File: src/rtl/cpu_pkg.sv
// Shared CPU constants: default GPR geometry, the hard-wired zero register
// and the writeback trace format.
package cpu_pkg;
  localparam int    DATA_W_DEF = 32;
  localparam int    ADDR_W_DEF = 5;
  localparam int    REG_ZERO   = 0;
  // time@pc: $reg <= data
  localparam string TRACE_FMT  = "%0t@%h: $%0d <= %h";
endpackage

File: src/rtl/sb_counter.sv
// Saturating up/down pending-producer counter for one register.
module sb_counter #(
  parameter int CNT_W = 2
) (
  input  logic             Clk,
  input  logic             Reset,
  input  logic             inc,
  input  logic             dec,
  input  logic             clr,
  output logic [CNT_W-1:0] cnt,
  output logic             full,
  output logic             nz
);
  logic up, dn;

  assign full = &cnt;
  assign nz   = |cnt;
  // saturation and underflow requests are simply dropped
  assign up   = inc & ~full;
  assign dn   = dec & nz;

  always_ff @(posedge Clk) begin
    if (Reset || clr)    cnt <= '0;
    else if (up && !dn)  cnt <= cnt + CNT_W'(1);
    else if (dn && !up)  cnt <= cnt - CNT_W'(1);
  end
endmodule

File: src/rtl/regfile_sb.sv
// Multi-port GPR file with write-through bypass and a per-register
// pending-write scoreboard used by decode for RAW stalls.
module regfile_sb
  import cpu_pkg::*;
#(
  parameter int DATA_W = DATA_W_DEF,
  parameter int ADDR_W = ADDR_W_DEF,
  parameter int NUM_RD = 2,
  parameter int CNT_W  = 2,
  parameter int TRACE  = 1,
  localparam int NREG  = 2**ADDR_W
) (
  input  logic                     Clk,
  input  logic                     Reset,
  input  logic [NUM_RD*ADDR_W-1:0] rd_addr,
  output logic [NUM_RD*DATA_W-1:0] rd_data,
  output logic [NUM_RD-1:0]        rd_busy,
  input  logic                     we,
  input  logic [ADDR_W-1:0]        wa,
  input  logic [DATA_W-1:0]        wd,
  input  logic [31:0]              wpc,
  input  logic                     wb_retire,
  input  logic                     claim_en,
  input  logic [ADDR_W-1:0]        claim_addr,
  output logic                     claim_full,
  input  logic                     flush,
  output logic [NREG-1:0]          busy_vec
);
  localparam logic [ADDR_W-1:0] ZERO_A = ADDR_W'(REG_ZERO);

  logic [NREG-1:0][DATA_W-1:0] regs;
  logic [NREG-1:0][CNT_W-1:0]  cnt;
  logic [NREG-1:0]             full, nz;
  logic [NUM_RD-1:0][ADDR_W-1:0] ra;
  logic [NUM_RD-1:0][DATA_W-1:0] rdv;
  logic                        wr_ok, ret_ok;

  assign wr_ok  = we && (wa != ZERO_A);
  assign ret_ok = wr_ok && wb_retire;

  // register 0 is never written, so it stays at its reset value of 0
  always_ff @(posedge Clk) begin
    if (Reset)      regs     <= '0;
    else if (wr_ok) regs[wa] <= wd;
  end

  assign cnt[0]  = '0;
  assign full[0] = 1'b0;
  assign nz[0]   = 1'b0;

  for (genvar r = 1; r < NREG; r++) begin : g_cnt
    sb_counter #(.CNT_W(CNT_W)) u_cnt (
      .Clk   (Clk),
      .Reset (Reset),
      .inc   (claim_en && (claim_addr == ADDR_W'(r))),
      .dec   (ret_ok && (wa == ADDR_W'(r))),
      .clr   (flush),
      .cnt   (cnt[r]),
      .full  (full[r]),
      .nz    (nz[r])
    );
  end

  assign busy_vec   = nz;
  assign claim_full = claim_en && (claim_addr != ZERO_A) && full[claim_addr];

  assign ra      = rd_addr;
  assign rd_data = rdv;

  for (genvar k = 0; k < NUM_RD; k++) begin : g_rd
    always_comb begin
      rdv[k] = regs[ra[k]];
      if (ra[k] == ZERO_A)            rdv[k] = '0;
      else if (we && (wa == ra[k]))   rdv[k] = wd;
    end
    // a last producer retiring this cycle is covered by the bypass
    assign rd_busy[k] = nz[ra[k]] &&
                        !((cnt[ra[k]] == CNT_W'(1)) && ret_ok && (wa == ra[k]));
  end

`ifndef SYNTHESIS
  if (TRACE != 0) begin : g_trace
    always @(posedge Clk) begin
      if (!Reset && wr_ok)
        $display("%s", $sformatf(TRACE_FMT, $time, wpc, wa, wd));
    end
  end
`endif
endmodule

File: config.mk
export PLATFORM = sky130hd
export DESIGN_NAME = regfile_sb
export DESIGN_NICKNAME = d
export VERILOG_FILES = /design/src/rtl/cpu_pkg.sv /design/src/rtl/sb_counter.sv /design/src/rtl/regfile_sb.sv
export SDC_FILE = /design/constraint.sdc
export NUM_CORES = 2
export LEC_CHECK = 0
export ABC_AREA = 1
export CAP_MARGIN = 40
export CORE_MARGIN = 2
export CORE_UTILIZATION = 50
export CTS_CLUSTER_DIAMETER = 120
export DETAILED_ROUTE_END_ITERATION = 6
export PLACE_DENSITY = 0.67
export REMOVE_ABC_BUFFERS = 1
export SETUP_SLACK_MARGIN = 0.5
export SLEW_MARGIN = 5
export SYNTH_ARGS = -nofsm -noshare
export SYNTH_HDL_FRONTEND = slang
export SYNTH_HIERARCHICAL = 1
export SYNTH_SLANG_ARGS = --single-unit
export TNS_END_PERCENT = 100
File: constraint.sdc
create_clock -name Clk -period 4.05 [get_ports Clk]
set_input_delay 0.405 -clock Clk [delete_from_list [all_inputs] [get_ports Clk]]
set_output_delay 0.405 -clock Clk [all_outputs]
set_load 0.02 [all_outputs]
==> metrics.md <==
| Metric | Value |
|---|---|
| Tcrit/Tclk final | about nine tenths |
| IO Pins | ~190 |
| Max Root-Sink Buffers | 3 |
| FF/Latch Area | between 0.02 and 0.025 mm² |
| Initial antenna violation count | 11 |
| FF-to-FF End | g_cnt[25].u_cnt/cnt[1]$_SDFFE_PP0P_ |
| Area of the multi-input gates | about 0.033 mm² |
| Leakage power | 25.8 nW |
| Initial DRC Count | between 10,000 and 15,000 |
| Full die area | 0.127 mm² |
| H-tree Lvls | 3 |
| Total gr overflow | 0 |
| Average cell area after synthesis | between 6 and 7 µm² |
| Endpoints failing hold | 0 |
| HP Class | primary input to register |
| Comb pwr share | around 14% |
| Starting Density | between 50% and 60% |
| VDD IR max | approximately 0.37 mV |
| Final Max Tran Viols | 0 |
| DRC Markers | 2 |
| Clock power share | a little over two fifths |
| Setup crit end kind | output port |
| RSZ-0062 raised after global routing | yes |
| Final nets | roughly 9,400 |
| CP dominant cell by count | nand2_1 |
| Hold buffers post-CTS | 0 |
| Vias/cell | roughly 6.2 |
| First-pass GRT wire length | 392 mm |
| Final Wtd Congestion | 0.914 |
| Share of layout cells above drive strength 1 | under 10% |
| Sequential share of power | 42.2% |
| Post-DP HPWL | around 150 mm |
| Post-synth EDFFs | 0 |
| Pre-Repair DR Iteration Count | 7 |
| Slew margin rel. | roughly a third |
| Switching power | approximately 7.4 mW |
| Area leader, netlist | dfxtp_1 |
| Post-synth top cells | nand2_1 (2,193), nor2_1 (1,116), dfxtp_1 (1,086) |
| Slew of the pin with the lowest slew margin | 1.01 ns |
| Hold Startpoint | Reset |
| Yosys top cell area share | 35.1% |
| Global router's overall resource usage | about two fifths |
| IO buf count | 155 |
| Pwr Density | ~370 mW/mm² |
| DRT Wirelength | 268 mm |
| Flops & latches, synth | about 1,100 |
| Final worst slack | around 0.47 ns |
| Async S/R FF share, synth | 0% |
| Syn-to-layout area delta | 11.7% |
| Die Ht | between 300 and 400 µm |
| Yosys warning count | 6 |
| Type of origin of the critical path | primary input |
| Critical path's top delay family | buffers and inverters |
| Overall Power | between 20 and 30 mW |
| Fin crit period | ~3.6 ns |
| Hold Path End | regs[13]$_SDFFE_PP0P_ |
| Vias in the first global route | 62,300 |
| Slowest cell on crit path | clkdlybuf4s50_1 |
| Clk_lat worst skew | about 0.76 ns |
| Clk sinks | 1,086 |
| Wirelength per Cell | roughly 24 µm |
| Max Cap Violations | 0 |
| CTS buffer count | 120 |
| CTS Root Cell | clkbuf_16 |
| Switching Share | about 29% |
| CTS clock-pin slew for the worst setup and hold paths | ~0.060 ns |
| Kind of critical path | primary input to output port |
| Vias | 68,800 |
| Most frequent cell after synthesis | nand2_1 |
| Crit-path cells | buf_8 > inv_6 > nor2_4 > buf_12 > nand2_1 > nand4_1 > nand3_1 > nand2_1 > nand2_1 > a21oi_2 > clkdlybuf4s50_1 |
| Register-to-register setup slack | about 2.4 ns |
| Cell Area, Synth | 0.0619 mm² |
| RR Startpoint | g_cnt[25].u_cnt/cnt[0]$_SDFFE_PP0P_ |
| P_int | roughly 18 mW |
| Synth Flop Type | dfxtp_1 |
| Die Width | about 360 µm |
| Hold Crit Depth | 2 |
| Final Skew | approximately 0.012 ns |
| # fillers | 11,900 |
| Yosys cell types | 39 |
| FF-to-FF path depth | 8 |
| Core Rows | around 130 |
| CP bufs+invs | 4 |
| Antenna Violating Nets Remaining | 0 |
| Synth Instances | just under 10,000 |
| Failing checks | design-rule violations |
| Largest stage delay, worst path | roughly 0.70 ns |
| Setup-failing EPs final | 0 |
| Critical Path RT | around 3.6 ns |
| CTS tree | done |
| Post-place setup slack | about 0.094 ns |
| Status | finished with violations |
| Sequential share of the synthesized area | between 30% and 40% |
| Critical path arrival | roughly 3.2 ns |
| Largest net degree at the start of global routing | ~160 |
| Top cells by area, synth | dfxtp_1 (35%), nand2_1 (13%), a21oi_1 (7.4%) |
| Crit-path max FO | 46 |
| Max Freq | 279 MHz |
| Core box area | roughly 0.12 mm² |
[layer usage]
metal	vias up	track usage (%)	routed length [µm]
li1	31400	-	-
met1	31400	52.0	102000
met2	4888	60.5	112000
met3	1127	9.69	35500
met4	6	25.7	18900
met5	-	0.340	52
[layout make-up]
cell class | count | share of cell area (%)
Antenna cell | 12 | 0.0434
Multi-Input combinational cell | 6749 | 48.2
Clock buffer | 176 | 5.16
Sequential cell | 1086 | 31.4
Tap cell | 1637 | 2.96
Clock inverter | 40 | 0.561
Inverter | 912 | 5.00
Timing Repair Buffer | 428 | 6.64
[flip-flops by register name (all words and copies together), names as in the netlist]
register and cells:
g_cnt.u_cnt/cnt 62, regs 1024
[what timing repair did]
item | in CTS | in global routing
setup endpoints to repair | 16 | 35
pin swaps | 0 | 1
setup buffers | 0 | 9
cloned | 0 | 3
gates resized for setup | 6 | 24
[kinds of logic after synthesis]
family          synth area share [%]
fa+ha+maj                      0.626
simple gates                    28.3
buf+inv                         11.4
flops                           35.1
xor+xnor                      0.0990
other cells                  0.00606
compound gates                  24.5
[worst max path at each step]
stage	to	start	depth (start not counted)
2_1_floorplan	rd_data[43]	rd_addr[5]	7
4_1_cts	rd_data[57]	wa[4]	10
6_report	rd_data[35]	rd_addr[5]	11
3_3_place_gp	rd_data[35]	wa[4]	9
3_5_place_dp	rd_data[35]	wa[4]	9
5_1_grt	rd_data[35]	wa[1]	10
[stage by stage]
step | util (%) | hold WS, ns | instance area, µm² | TNS [ns] | cells
after floorplan | - | 0.419 | 58300 | -241.38 | 8747
after global placement | 52.5 | 0.429 | 64700 | 0 | 10800
after detailed placement | 52.7 | 0.432 | 64900 | 0 | 10800
after CTS | 55.9 | 0.107 | 68900 | 0 | 11000
after global routing | 56.1 | 0.130 | 69100 | 0 | 11000
final | 56.1 | 0.126 | 69200 | 0 | 11000
[placed cells by master, fill, tap and decap left out, drive strengths merged]
cell	netlist	layout
nand4	62	62
o22ai	1	1
a21boi	1	1
and2	1	1
clkinv	0	34
buf	311	285
nor3	30	30
a211oi	580	580
clkinvlp	0	6
and3	1	1
o221ai	14	14
o21ai	461	461
dfxtp	1086	1086
xnor2	5	5
nand3	781	781
dlygate4sd2	0	1
dlymetal6s2s	0	9
a22oi	43	43
or2	1	1
nand2	2229	2229
a31oi	22	22
xor2	2	2
inv	912	906
clkbuf	583	178
a21oi	912	912
ha	31	31
nor4	1	1
o211ai	422	422
clkdlybuf4s50	0	131
conb	1	1
o21a	4	4
nor2	1133	1133
nand3b	11	11
diode	0	12
bufinv	0	6
[power by group through the flow]
| stage | Combinational, mW | Sequential (mW) | Clock [mW] |
|---|---|---|---|
| after floorplan | 1.46 | 11.1 | 0 |
| after global placement | 3.34 | 11.1 | 0 |
| after detailed placement | 3.37 | 11.1 | 0 |
| after CTS | 3.38 | 10.8 | 11.3 |
| after global routing | 3.71 | 10.8 | 11.7 |
| final | 3.54 | 10.8 | 11.3 |
(Power assumes the default switching activity.)
